<file path="src/rtl/systolic_matmul_host.sv">
// Host initiator for the 2x2 systolic matmul tile: shadows the tile FSM cycle-exactly,
// drives A/B onto the tile pins at its sample cycles and returns the captured product.
module systolic_matmul_host (
  input  logic        clk,
  input  logic        rst,
  input  logic        req_valid,
  output logic        req_ready,
  input  logic [15:0] req_a,
  input  logic [15:0] req_b,
  output logic        rsp_valid,
  input  logic        rsp_ready,
  output logic [31:0] rsp_c,
  output logic        rsp_err,
  output logic        sync_err,
  output logic        dut_rst_n,
  output logic [7:0]  dut_ui,
  output logic [7:0]  dut_uio,
  input  logic [7:0]  dut_uo,
  input  logic [7:0]  dut_uio_out,
  input  logic [7:0]  dut_uio_oe
);

  typedef enum logic [3:0] {
    S_RST, S_IDLE, S_LA, S_SA, S_CA, S_LB, S_SB, S_CB,
    S_K0, S_K1, S_K2, S_O1, S_O2
  } state_t;

  state_t      st, st_nxt;
  logic        held, issued, la_hit, cap;
  logic [15:0] a_q, b_q, row0;
  logic        enter_la, issue, accept, zero_row;
  logic [15:0] row_now;

  always_ff @(posedge clk) begin
    if (rst) st <= S_RST;
    else     st <= st_nxt;
  end

  // CA branches on whether the tile saw a valid A at its last LA
  always_comb begin
    st_nxt = st;
    case (st)
      S_RST:   st_nxt = S_IDLE;
      S_IDLE:  st_nxt = S_LA;
      S_LA:    st_nxt = S_SA;
      S_SA:    st_nxt = S_CA;
      S_CA:    st_nxt = la_hit ? S_LB : S_LA;
      S_LB:    st_nxt = S_SB;
      S_SB:    st_nxt = S_CB;
      S_CB:    st_nxt = S_K0;
      S_K0:    st_nxt = S_K1;
      S_K1:    st_nxt = S_K2;
      S_K2:    st_nxt = S_O1;
      S_O1:    st_nxt = S_O2;
      S_O2:    st_nxt = S_IDLE;
      default: st_nxt = S_RST;
    endcase
  end

  assign req_ready = (st != S_RST) && !held && !rsp_valid;
  assign accept    = req_valid && req_ready;
  assign zero_row  = (req_a[15:8] == 8'h00) || (req_a[7:0] == 8'h00) ||
                     (req_b[15:8] == 8'h00) || (req_b[7:0] == 8'h00);
  assign enter_la  = (st_nxt == S_LA);
  assign issue     = enter_la && held && !issued;
  // Tile presents low nibbles on uo and high nibbles on uio_out
  assign row_now   = {dut_uio_out[7:4], dut_uo[7:4], dut_uio_out[3:0], dut_uo[3:0]};

  always_ff @(posedge clk) begin
    if (rst) begin
      dut_rst_n <= 1'b0;
      dut_ui    <= 8'h00;
      dut_uio   <= 8'h00;
      held      <= 1'b0;
      issued    <= 1'b0;
      la_hit    <= 1'b0;
      cap       <= 1'b0;
      a_q       <= 16'h0000;
      b_q       <= 16'h0000;
      row0      <= 16'h0000;
      rsp_valid <= 1'b0;
      rsp_err   <= 1'b0;
      rsp_c     <= 32'h0;
      sync_err  <= 1'b0;
    end else begin
      dut_rst_n <= 1'b1;
      dut_ui    <= 8'h00;
      dut_uio   <= 8'h00;
      cap       <= (st == S_O2);

      if (enter_la) la_hit <= issue;
      if (issue) begin
        dut_ui  <= a_q[15:8];
        dut_uio <= a_q[7:0];
        issued  <= 1'b1;
      end
      if (st_nxt == S_LB) begin
        dut_ui  <= b_q[15:8];
        dut_uio <= b_q[7:0];
      end

      if (st == S_O2) row0 <= row_now;
      if (st == S_IDLE && cap) begin
        rsp_valid <= 1'b1;
        rsp_err   <= 1'b0;
        rsp_c     <= {row0, row_now};
      end

      if (rsp_valid && rsp_ready) begin
        rsp_valid <= 1'b0;
        held      <= 1'b0;
      end

      // Rejected requests never occupy the buffer; the pending response blocks new ones
      if (accept) begin
        if (zero_row) begin
          rsp_valid <= 1'b1;
          rsp_err   <= 1'b1;
          rsp_c     <= 32'h0;
        end else begin
          held   <= 1'b1;
          issued <= 1'b0;
          a_q    <= req_a;
          b_q    <= req_b;
        end
      end

      if (((st == S_O2) || (st == S_IDLE && cap)) && dut_uio_oe != 8'hFF) sync_err <= 1'b1;
      if (((st == S_LA) || (st == S_LB)) && dut_uio_oe != 8'h00)           sync_err <= 1'b1;
    end
  end

endmodule
</file>
<file path="config.mk">
export PLATFORM = sky130hd
export DESIGN_NAME = systolic_matmul_host
export DESIGN_NICKNAME = d
export VERILOG_FILES = /design/src/rtl/systolic_matmul_host.sv
export SDC_FILE = /design/constraint.sdc
export NUM_CORES = 1
export LEC_CHECK = 0
export BUFFER_PORTS_ARGS = -buffer_cell sky130_fd_sc_hd__buf_2
export CAP_MARGIN = 25
export CORE_MARGIN = 3
export CORE_UTILIZATION = 56
export DETAILED_ROUTE_END_ITERATION = 8
export GPL_TIMING_DRIVEN = 0
export PLACE_DENSITY_LB_ADDON = 0.15
export SLEW_MARGIN = 20
export SYNTH_ARGS = -nofsm -noshare
export SYNTH_HDL_FRONTEND = slang
export SYNTH_SLANG_ARGS = --single-unit
</file>
<file path="constraint.sdc">
create_clock -name clk -period 4.6 [get_ports clk]
set_input_delay 0.92 -clock clk [delete_from_list [all_inputs] [get_ports clk]]
set_output_delay 0.92 -clock clk [all_outputs]
set_load 0.02 [all_outputs]
</file>
==> results.md, run 1 <==
| Result | This run | Unit |
| --- | --- | --- |
| Number of hold violations in the final report | 0 | - |
| Post-route insts no fill | 712 | - |
| Number of top-level design ports | 113 | - |
| Setup TNS | 0 | ps |
| First-pass GRT wire length | 16.37 | mm |
| Max VDD drop | 183.1 | µV |
| Flops & latches, synth | 108 | - |
| Total clock sinks | 108 | - |
| Static leakage | 0.002087 | µW |
| Quantity of I/O buffers inserted on ports | 111 | - |
| Starting DRT DRC Count | 133 | - |
| Pin count of the biggest net entering global routing | 18 | - |
| Most common flop cell mapped by yosys | sky130_fd_sc_hd__dfxtp_1 | - |
| Total iterations of the first detailed-routing run | 4 | - |
| Total GRT Usage | 23.47 | % |
| Worst Skew | 9.052 | ps |
| Number of setup buffers added after CTS | 0 | - |
| Comb pwr share | 10.5 | % |
| Initial antenna violation count | 0 | - |
| Number of flops mapped to enable cells by yosys | 0 | - |
| HPWL Detailed | 7.786 | mm |
| Worst Hold Class | reg -> reg | - |
| Net count reported at finish | 669 | - |
| Proportion of total power due to net switching | 24.18 | % |
| Post-DRT Antenna Nets | 0 | - |
| Vias per inst | 5.219 | - |
| Switching Power | 435.9 | µW |
| Number of cells in the design after placement | 697 | - |
| Row count | 31 | - |
| Initial cell density of the core | 58.76 | % |
| Total grt overflow | 0 | - |
| Sequential element share of the synthesized area | 49.67 | % |
| Vias after detailed routing | 3716 | - |
| Gp weighted congestion | 0.8499 | - |
| Clock network fraction of design power | 35.2 | % |
| Maximum buffer depth of the clock tree | 2 | - |
| Arrival time of the worst setup path | 1470 | ps |
| Post-layout minimum cycle time | 2390 | ps |
| Synth-to-layout area growth | 20.72 | % |
| Antenna cell count | 0 | - |
| Total power per unit cell area | 343.0 | nW/µm² |
| Residual DRC | 0 | - |
| Async set-reset flop share out of synthesis | 0 | % |
| Startpoint types | flip-flop | - |
| Clock input transition at the sequential cells of the worst setup and hold paths | 100 | ps |
| Worst Tran Pin Value | 557.6 | ps |
| Slew HR | 62.82 | % |
| Unique cell type count in the Yosys netlist | 44 | - |
| Crit. End Element | output port | - |
| Post-detailed-routing wire length | 10.16 | mm |
| Cells along the critical path | clkbuf_4 > nor4_2 > nor3_4 > buf_2 | - |
| Area of the mapped netlist | 4353 | µm² |
| CP max-delay cell | sky130_fd_sc_hd__dfxtp_1 | - |
| Internal cell power | 1367 | µW |
| Standard cell core area | 7408 | µm² |
| Nets in the synthesized netlist | 547 | - |
| Die Footprint | 8867 | µm² |
| Data required time of the critical path | 3680 | ps |
| Biggest fanout along the worst timing path | 10 | - |
| Total clock buffers created by CTS | 9 | - |
| Final worst-path cycle share | 51.96 | % |
| Largest stage delay, worst path | 370 | ps |
| Vertical die dimension | 94.17 | µm |
| Unrepaired setup endpoints after global routing | no | - |
| Cts repair resizes | 0 | - |
| Mean instance size in the synthesized netlist | 8.938 | µm² |
| Number of global-route vias before repair | 3585 | - |
| TritonCTS clock tree | built | - |
| Final setup violation count | 0 | - |
| Post-Synthesis Cells | 487 | - |
| Number of buffers added to fix hold violations after cts | 0 | - |
| Number of max-cap violations | 0 | - |
| Buffer type at the clock tree root | sky130_fd_sc_hd__clkbuf_8 | - |
| Crit Path Category | reg -> out | - |
| Overall die width | 94.17 | µm |
| Fraction of layout instances using a drive strength above 1 | 30.02 | % |
| Clock insertion delay at the later pin of the skew report | 360 | ps |
| Synth warnings | 0 | - |
| H-tree lvl count | 3 | - |
| Sequential fraction of design power | 54.4 | % |
| Average wire length per cell after detail routing | 14.27 | µm |
| Number of pins exceeding their max-slew limit in the final report | 0 | - |
| Fillers | 616 | - |
| Maximum achievable frequency | 418.3 | MHz |
| Status | complete, no violations | - |
[Yosys cell counts (all sizes together), types with 2 or more instances]
master | count | area share [%]
nand3b | 2 | 0.34
nand3 | 3 | 0.34
o21ai | 2 | 0.23
a22oi | 16 | 2.8
nand2b | 3 | 0.49
dfxtp | 108 | 50
nor2 | 25 | 2.5
or3b | 2 | 0.40
nor2b | 2 | 0.29
o21a | 2 | 0.34
nor4 | 11 | 1.7
mux2i | 32 | 7.4
a21oi | 54 | 8.8
clkbuf | 19 | 1.7
a211oi | 2 | 0.34
nor3 | 4 | 0.98
nand4 | 3 | 0.57
buf | 15 | 3.4
nand2 | 169 | 15
[power by group through the flow]
stage	clock, µW	sequential (µW)	combinational (µW)
after global routing	682	984	205
after global placement	0	1000	184
final	634	980	189
after detailed placement	0	1000	188
after CTS	641	980	189
after floorplan	0	999	124
[flip-flops by register name, summed over array words and instances, names as in the netlist, 4 cells and up]
| register | count |
|---|---|
| row0 | 16 |
| dut_ui | 8 |
| dut_uio | 8 |
| a_q | 16 |
| b_q | 16 |
| st | 4 |
| rsp_c | 32 |
[placed cells by master, fill, tap and decap left out, drive strengths merged, types with 2 or more instances in the layout]
cell,netlist,routed
o21ai,2,2
nand3,3,3
inv,1,2
dfxtp,108,108
a22oi,16,16
a211oi,2,2
a21oi,54,54
buf,15,126
nand4,3,3
nand2,169,169
clkbuf,19,29
nor2,25,25
nor3,4,4
nand2b,3,3
mux2i,32,32
nor2b,2,2
nand3b,2,2
or3b,2,2
bufinv,0,2
nor4,11,11
o21a,2,2
[critical path, delay by kind of cell, from the launching register on]
kind	cells	cell delay, ps
and+or+nand+nor	2	300
buffers and inverters	2	440
DFF	1	370
[cells by family (layout without fill, tap and decap cells)]
logic type	count (synthesis)	after routing	synth area share, %
buffers and inverters	35	161	5.202
AND/OR/NAND/NOR	228	228	23.54
AO/OA/AOI/OAI	83	83	13.97
multiplexers	33	33	7.617
flip-flops	108	108	49.67
[worst paths after layout]
check                           cells past startpoint   endpoint  slack (ps)  startpoint
worst max-delay path                                4  req_ready        2210       st[0]
worst min-delay path                                2   row0[11]         460    row0[11]
worst max register to register                      6   rsp_c[8]        2870       st[1]
worst min register to register                      2   row0[11]         460    row0[11]
[routing by layer]
metal	GRT usage, %	up-vias	share of wire, %	wire [µm]
li1	-	1871	-	-
met1	27.74	1732	43	4345
met2	42.02	101	51	5144
met3	5.849	12	5.5	554
met4	6.378	0	1.1	113
met5	0	-	0	0
[final cells by class]
| cell class | instances | area (µm²) | share of cell area [%] |
|---|---|---|---|
| buffer | 34 | 222.7 | 4.238 |
| clock buffer | 10 | 137.6 | 2.619 |
| clock inverter | 5 | 85.08 | 1.619 |
| inverter | 1 | 3.754 | 0.07143 |
| multi-input combinational | 344 | 1964 | 37.38 |
| sequential | 108 | 2162 | 41.14 |
| tap | 99 | 123.9 | 2.357 |
| timing repair buffer | 111 | 555.5 | 10.57 |
[metrics by stage]
| stage | worst slack [ps] | util [%] | total power [µW] | area, µm² | hold WS, ps |
|---|---|---|---|---|---|
| after global placement | 2228 | 67.93 | 1183 | 5032 | 441.9 |
| after floorplan | 2641 | - | 1124 | 4353 | 434.4 |
| after global routing | 2110 | 70.93 | 1871 | 5255 | 478.0 |
| after detailed placement | 2169 | 67.93 | 1190 | 5032 | 449.1 |
| final | 2210 | 70.93 | 1803 | 5255 | 461.1 |
| after CTS | 2195 | 70.93 | 1809 | 5255 | 464.6 |
(Power assumes the default switching activity.)
==> run 2: changes to the inputs <==
--- a/config.mk
+++ b/config.mk
@@ -8,7 +8,7 @@
 export BUFFER_PORTS_ARGS = -buffer_cell sky130_fd_sc_hd__buf_2
 export CAP_MARGIN = 25
 export CORE_MARGIN = 3
-export CORE_UTILIZATION = 56
+export CORE_UTILIZATION = 52
 export DETAILED_ROUTE_END_ITERATION = 8
 export GPL_TIMING_DRIVEN = 0
 export PLACE_DENSITY_LB_ADDON = 0.15
==> constraint.sdc (replaced) <==
create_clock -name clk -period 2.3 [get_ports clk]
set_input_delay 0.46 -clock clk [delete_from_list [all_inputs] [get_ports clk]]
set_output_delay 0.46 -clock clk [all_outputs]
set_load 0.02 [all_outputs]
==> run 2 against run 1 <==
Net effect:
- combinational power increased by 98%
- via count is 1.0% lower
- power increased by 91%
- non-clock buffer count is the same
- sequential cell count is the same
- critical endpoint unchanged
- first-iteration DRC count increased by 14%
==> results.md, run 2 (synthesis results as in run 1) <==
| Result | This run | Unit | Change |
| --- | --- | --- | --- |
| Sequential fraction of design power | 57.0 | % | was 54.4% |
| Final setup violation count | 0 | - | unchanged |
| Cts repair resizes | 0 | - | unchanged |
| Final worst-path cycle share | 85.33 | % |  |
| Worst Hold Class | in -> reg | - | was reg -> reg |
| Vias per inst | 5.137 | - | was 5.219 |
| Fraction of layout instances using a drive strength above 1 | 29.97 | % | was 30.02% |
| Clock insertion delay at the later pin of the skew report | 380 | ps | was 360 ps |
| Number of max-cap violations | 0 | - | unchanged |
| Status | complete, no violations | - | unchanged |
| Number of hold violations in the final report | 0 | - | unchanged |
| Buffer type at the clock tree root | sky130_fd_sc_hd__clkbuf_8 | - | unchanged |
| Proportion of total power due to net switching | 27.03 | % | was 24.18% |
| Total power per unit cell area | 658.7 | nW/µm² | was 343.0 nW/µm² |
| WL met3 | 477 | µm | was 554 µm |
| Post-route standard cell area excluding fillers | 5220 | µm² | was 5255 µm² |
| Residual DRC | 0 | - | unchanged |
| Average wire length per cell after detail routing | 14.30 | µm | was 14.27 µm |
| Critical path launch point | st[3] | - | was st[0] |
| Post-detailed-routing wire length | 10.24 | mm | was 10.16 mm |
| Number of top-level design ports | 113 | - | unchanged |
| Antenna cell count | 0 | - | unchanged |
| Min-Delay Startpoint | dut_uio_out[2] | - | was row0[11] |
| Beginning of the worst register-to-register path | st[3] | - | was st[1] |
| Total power draw | 3439 | µW | was 1803 µW |
| Clock input transition at the sequential cells of the worst setup and hold paths | 120 | ps | was 100 ps |
| Gp weighted congestion | 0.8518 | - | was 0.8499 |
| Startpoint types | flip-flop | - | unchanged |
| Net count reported at finish | 669 | - | unchanged |
| Overall die width | 97.50 | µm | was 94.17 µm |
| Post-DRT Antenna Nets | 0 | - | unchanged |
| Setup TNS | 0 | ps | unchanged |
| Comb pwr share | 10.9 | % | was 10.5% |
| Unrepaired setup endpoints after global routing | no | - | unchanged |
| Number of setup buffers added after CTS | 0 | - | unchanged |
| Routed metal-1 wire length | 4.512 | mm | was 4.345 mm |
| Crit. End Element | output port | - | unchanged |
| Total iterations of the first detailed-routing run | 4 | - | unchanged |
| Pin count of the biggest net entering global routing | 20 | - | was 18 |
| Max VDD drop | 367.5 | µV | was 183.1 µV |
| Synth-to-layout area growth | 19.92 | % | was 20.72% |
| Initial antenna violation count | 0 | - | unchanged |
| Register bank with the most flops | rsp_c | - | unchanged |
| Maximum achievable frequency | 509.5 | MHz |  |
| H-tree lvl count | 3 | - | unchanged |
| Worst Tran Pin Value | 543.7 | ps | was 557.6 ps |
| TritonCTS clock tree | built | - | unchanged |
| Arrival time of the worst setup path | 1500 | ps | was 1470 ps |
| Starting DRT DRC Count | 152 | - | was 133 |
| Post-route insts no fill | 716 | - | was 712 |
| Standard cell core area | 7928 | µm² | was 7408 µm² |
| Number of buffers added to fix hold violations after cts | 0 | - | unchanged |
| Area of placed instances | 5036 | µm² | was 5032 µm² |
| Row count | 32 | - | was 31 |
| Setup slack of the worst register-to-register path | 560 | ps | was 2870 ps |
| Slew HR | 63.76 | % | was 62.82% |
| Met2 Routed Length | 5.110 | mm | was 5.144 mm |
| Internal cell power | 2509 | µW | was 1367 µW |
| Total GRT Usage | 21.71 | % | was 23.47% |
| Flip-flop count of the largest register, all copies and words added | 32 | - | unchanged |
| Post-layout minimum cycle time | 1963 | ps |  |
| Vertical die dimension | 97.50 | µm | was 94.17 µm |
| Data required time of the critical path | 1840 | ps | was 3680 ps |
| Clock network fraction of design power | 32.1 | % | was 35.2% |
| Initial cell density of the core | 54.91 | % | was 58.76% |
| Maximum buffer depth of the clock tree | 2 | - | unchanged |
| Number of global-route vias before repair | 3602 | - | was 3585 |
| Worst setup endpoint | req_ready | - | unchanged |
| Biggest fanout along the worst timing path | 10 | - | unchanged |
| Total grt overflow | 0 | - | unchanged |
| Die Footprint | 9505 | µm² | was 8867 µm² |
| Number of cells in the design after placement | 700 | - | was 697 |
| Worst reg2reg path depth | 6 | - | unchanged |
| Worst Skew | 20.23 | ps | was 9.052 ps |
| Capturing point of the worst reg2reg path | rsp_c[21] | - | was rsp_c[8] |
| Static leakage | 0.002069 | µW | was 0.002087 µW |
| First-pass GRT wire length | 17.06 | mm | was 16.37 mm |
| Crit Path Category | reg -> out | - | unchanged |
| Total clock sinks | 108 | - | unchanged |
| Most common cell after layout, fill and taps aside | sky130_fd_sc_hd__nand2_1 | - | unchanged |
| Quantity of I/O buffers inserted on ports | 111 | - | unchanged |
| Switching Power | 929.5 | µW | was 435.9 µW |
| Number of pins exceeding their max-slew limit in the final report | 0 | - | unchanged |
| Vias after detailed routing | 3678 | - | was 3716 |
| HPWL Detailed | 7.788 | mm | was 7.786 mm |
| Total clock buffers created by CTS | 9 | - | unchanged |
| Leading cell types in the layout, fill and taps excluded | 168 x sky130_fd_sc_hd__nand2_1, 118 x sky130_fd_sc_hd__buf_2, 108 x sky130_fd_sc_hd__dfxtp_1, 32 x sky130_fd_sc_hd__mux2i_1, 30 x sky130_fd_sc_hd__a21oi_2 | - | unchanged |
| Highest metal layer used by the detailed router | met4 | - | unchanged |
-- run 2: worst min-delay path by stage --
stage / to / slack [ps] / cells past startpoint
2_1_floorplan: a_q[0] / 430 / 2
3_3_place_gp: b_q[3] / 440 / 2
3_5_place_dp: row0[3] / 450 / 2
4_1_cts: row0[6] / 320 / 3
5_1_grt: row0[9] / 330 / 3
6_report: row0[6] / 320 / 3
-- run 2: final cells by class --
class | count | area, µm²
Buffer | 34 | 222.7
Clock buffer | 10 | 127.6
Clock inverter | 6 | 56.30
Fill cell | 695 | 2708
Inverter | 1 | 3.754
Multi-Input combinational cell | 344 | 1964
Sequential cell | 108 | 2162
Tap cell | 102 | 127.6
Timing Repair Buffer | 111 | 555.5
-- run 2: power by group through the flow --
stage          sequential (µW)  combinational, µW  clock (µW)
2_1_floorplan             2000                248           0
3_3_place_gp              2000                368           0
3_5_place_dp              2000                376           0
4_1_cts                   1960                377        1110
5_1_grt                   1970                409        1190
6_report                  1960                375        1100
-- run 2: metrics by stage --
step	hold WS, ps	worst slack (ps)	util (%)
finish	320.2	337.3	65.85
global route	332.5	274.9	65.85
CTS	317.5	312.1	65.85
detailed placement	448.5	346.4	63.53
global placement	442.6	368.0	63.53
floorplan	434.4	698.3	-
-- run 2: per-layer routing --
layer | vias to the layer above | GRT usage, %
met2 | 97 | 38.38
li1 | 1874 | -
met1 | 1695 | 27.02
met3 | 12 | 3.087
met4 | 0 | 7.242
met5 | - | 0
-- run 2: worst max-delay path: stages, from the launching register on --
cell and delay, ps:
sky130_fd_sc_hd__dfxtp_1 340, sky130_fd_sc_hd__buf_6 140, sky130_fd_sc_hd__nor4_2 390, sky130_fd_sc_hd__nor3_4 90
sky130_fd_sc_hd__buf_2 170
==> run 3: changes to the inputs <==
--- a/config.mk
+++ b/config.mk
@@ -12,6 +12,7 @@
 export DETAILED_ROUTE_END_ITERATION = 8
 export GPL_TIMING_DRIVEN = 0
 export PLACE_DENSITY_LB_ADDON = 0.15
+export RECOVER_POWER = 100
 export SLEW_MARGIN = 20
 export SYNTH_ARGS = -nofsm -noshare
 export SYNTH_HDL_FRONTEND = slang
==> run 3 against run 2 <==
Net effect:
- worst setup slack worse by 56 ps
- count of clock-buffer cells in the layout unchanged
- fmax down 2.8%
- via count down 0.38%
- sequential power about the same
- sequential cell count unchanged
- global-route usage unchanged
- core utilization down 2.5 points
- power down 0.56%
- first-iteration DRC count down 1.3%
- clock power about the same
- critical endpoint is now a_q[6]
==> results.md, run 3 (synthesis results as in run 1) <==
| Result | This run | Unit | Change |
| --- | --- | --- | --- |
| Buffer type at the clock tree root | sky130_fd_sc_hd__clkbuf_8 | - | unchanged |
| Startpoint types | flip-flop | - | unchanged |
| Area of placed instances | 5036 | µm² | unchanged |
| Most common cell after layout, fill and taps aside | sky130_fd_sc_hd__nand2_1 | - | unchanged |
| Arrival time of the worst setup path | 2320 | ps | was 1500 ps |
| Average wire length per cell after detail routing | 14.33 | µm | was 14.30 µm |
| Setup TNS | 0 | ps | unchanged |
| Row count | 32 | - | unchanged |
| Pin count of the biggest net entering global routing | 20 | - | unchanged |
| Final setup violation count | 0 | - | unchanged |
| Worst Hold Class | in -> reg | - | unchanged |
| Antenna cell count | 0 | - | unchanged |
| Number of buffers added to fix hold violations after cts | 0 | - | unchanged |
| Initial antenna violation count | 0 | - | unchanged |
| Starting DRT DRC Count | 150 | - | was 152 |
| Quantity of I/O buffers inserted on ports | 111 | - | unchanged |
| Post-layout minimum cycle time | 2018 | ps | was 1963 ps |
| Utilization of the core after routing | 63.30 | % | was 65.85% |
| Final worst-path cycle share | 87.76 | % | was 85.33% |
| Overall die width | 97.50 | µm | unchanged |
| Post-DRT Antenna Nets | 0 | - | unchanged |
| TritonCTS clock tree | built | - | unchanged |
| Maximum achievable frequency | 495.4 | MHz | was 509.5 MHz |
| HPWL Detailed | 7.788 | mm | unchanged |
| Standard cell core area | 7928 | µm² | unchanged |
| Total GRT Usage | 21.71 | % | unchanged |
| Cts repair resizes | 0 | - | unchanged |
| Register bank with the most flops | rsp_c | - | unchanged |
| Total clock buffers created by CTS | 9 | - | unchanged |
| Flip-flop count of the largest register, all copies and words added | 32 | - | unchanged |
| Worst Tran Pin Value | 764.1 | ps | was 543.7 ps |
| Area taken by flip-flops and latches | 2162 | µm² | unchanged |
| Vias per inst | 5.117 | - | was 5.137 |
| Number of pins exceeding their max-slew limit in the final report | 0 | - | unchanged |
| Maximum buffer depth of the clock tree | 2 | - | unchanged |
| Total iterations of the first detailed-routing run | 4 | - | unchanged |
| Critical path launch point | st[0] | - | was st[3] |
| Post-route standard cell area excluding fillers | 5019 | µm² | was 5220 µm² |
| Max VDD drop | 368.3 | µV | was 367.5 µV |
| CP max-delay cell | sky130_fd_sc_hd__dlymetal6s2s_1 | - | was sky130_fd_sc_hd__nor4_2 |
| Post-route insts no fill | 716 | - | unchanged |
| Total power per unit cell area | 681.3 | nW/µm² | was 658.7 nW/µm² |
| Number of max-cap violations | 0 | - | unchanged |
| Clock input transition at the sequential cells of the worst setup and hold paths | 120 | ps | about the same |
| Die Footprint | 9505 | µm² | unchanged |
| Residual DRC | 0 | - | unchanged |
| Worst Skew | 19.99 | ps | was 20.23 ps |
| Data required time of the critical path | 2600 | ps | was 1840 ps |
| Total grt overflow | 0 | - | unchanged |
| Total power draw | 3419 | µW | was 3439 µW |
| Number of top-level design ports | 113 | - | unchanged |
| Number of cells in the design after placement | 700 | - | unchanged |
| Synth-to-layout area growth | 15.29 | % | was 19.92% |
| Static leakage | 0.001822 | µW | was 0.002069 µW |
| Post-detailed-routing wire length | 10.26 | mm | was 10.24 mm |
| Crit Path Category | reg -> reg | - | was reg -> out |
| Fraction of layout instances using a drive strength above 1 | 16.12 | % | was 29.97% |
| First-pass GRT wire length | 17.06 | mm | unchanged |
| Total clock sinks | 108 | - | unchanged |
| Net count reported at finish | 669 | - | unchanged |
| Biggest fanout along the worst timing path | 10 | - | unchanged |
| Slew HR | 48.95 | % | was 63.76% |
| Cells along the critical path | clkbuf_4 > nor4_2 > nor3_4 > nand2_4 > nor2_8 > dlymetal6s2s_1 > mux2i_1 | - | was buf_6 > nor4_2 > nor3_4 > buf_2 |
| Gp weighted congestion | 0.8518 | - | unchanged |
| H-tree lvl count | 3 | - | unchanged |
| Number of setup buffers added after CTS | 0 | - | unchanged |
| Largest stage delay, worst path | 520 | ps | was 390 ps |
| Beginning of the worst register-to-register path | st[0] | - | was st[3] |
| Clock insertion delay at the later pin of the skew report | 380 | ps | about the same |
| Unrepaired setup endpoints after global routing | no | - | unchanged |
| Status | complete, no violations | - | unchanged |
| Initial cell density of the core | 54.91 | % | unchanged |
| Crit. End Element | flip-flop | - | was output port |
| Vertical die dimension | 97.50 | µm | unchanged |
| Min-Delay Startpoint | dut_uio_out[2] | - | unchanged |
| Fillers | 750 | - | was 695 |
| Footprint of the multi-input gates | 1857 | µm² | was 1964 µm² |
| Number of global-route vias before repair | 3602 | - | unchanged |
| Leading cell types in the layout, fill and taps excluded | 168 x sky130_fd_sc_hd__nand2_1, 108 x sky130_fd_sc_hd__dfxtp_1, 78 x sky130_fd_sc_hd__clkbuf_1, 57 x sky130_fd_sc_hd__buf_2, 45 x sky130_fd_sc_hd__a21oi_1 | - | was 168 x sky130_fd_sc_hd__nand2_1, 118 x sky130_fd_sc_hd__buf_2, 108 x sky130_fd_sc_hd__dfxtp_1, 32 x sky130_fd_sc_hd__mux2i_1, 30 x sky130_fd_sc_hd__a21oi_2 |
| Number of hold violations in the final report | 0 | - | unchanged |
| Vias after detailed routing | 3664 | - | was 3678 |
## run 3: cell type report
type	instances	area share [%]
tap	102	2.543
timing repair buffer	111	9.698
buffer	34	3.939
multi-input combinational	344	37.00
clock buffer	10	2.543
inverter	1	0.07479
clock inverter	6	1.122
sequential	108	43.08
## run 3: final timing paths
path / slack, ps / cells after the start / to
worst max-delay path: 280 / 7 / a_q[6]
worst min-delay path: 320 / 3 / rsp_c[6]
worst max register to register: 280 / 7 / a_q[6]
worst min register to register: 450 / 2 / rsp_c[27]
## run 3: worst max-delay path: cells and delay by family, from the launching register on
kind	cells	cell delay, ps
and+or+nand+nor	4	570
muxes	1	270
DFF	1	370
buffers and inverters	2	730
## run 3: power by group
group | internal (µW) | switching, µW | total, µW
sequential | 1930 | 34.6 | 1960
clock | 418 | 686 | 1100
combinational | 154 | 202 | 355
total | 2500 | 922 | 3420
## run 3: layer usage
layer | track usage (%) | routed length, µm | up-vias
met3 | 3.087 | 603 | 12
met1 | 27.02 | 4481 | 1661
li1 | - | - | 1879
met5 | 0 | 0 | -
met4 | 7.242 | 131 | 0
met2 | 38.38 | 5046 | 112
## run 3: metrics by stage
| stage | setup WS [ps] | hold slack [ps] |
|---|---|---|
| 2_1_floorplan | 698.3 | 434.4 |
| 3_3_place_gp | 368.0 | 442.6 |
| 3_5_place_dp | 346.4 | 448.5 |
| 4_1_cts | 312.1 | 317.5 |
| 5_1_grt | 141.3 | 329.3 |
| 6_report | 281.5 | 317.5 |
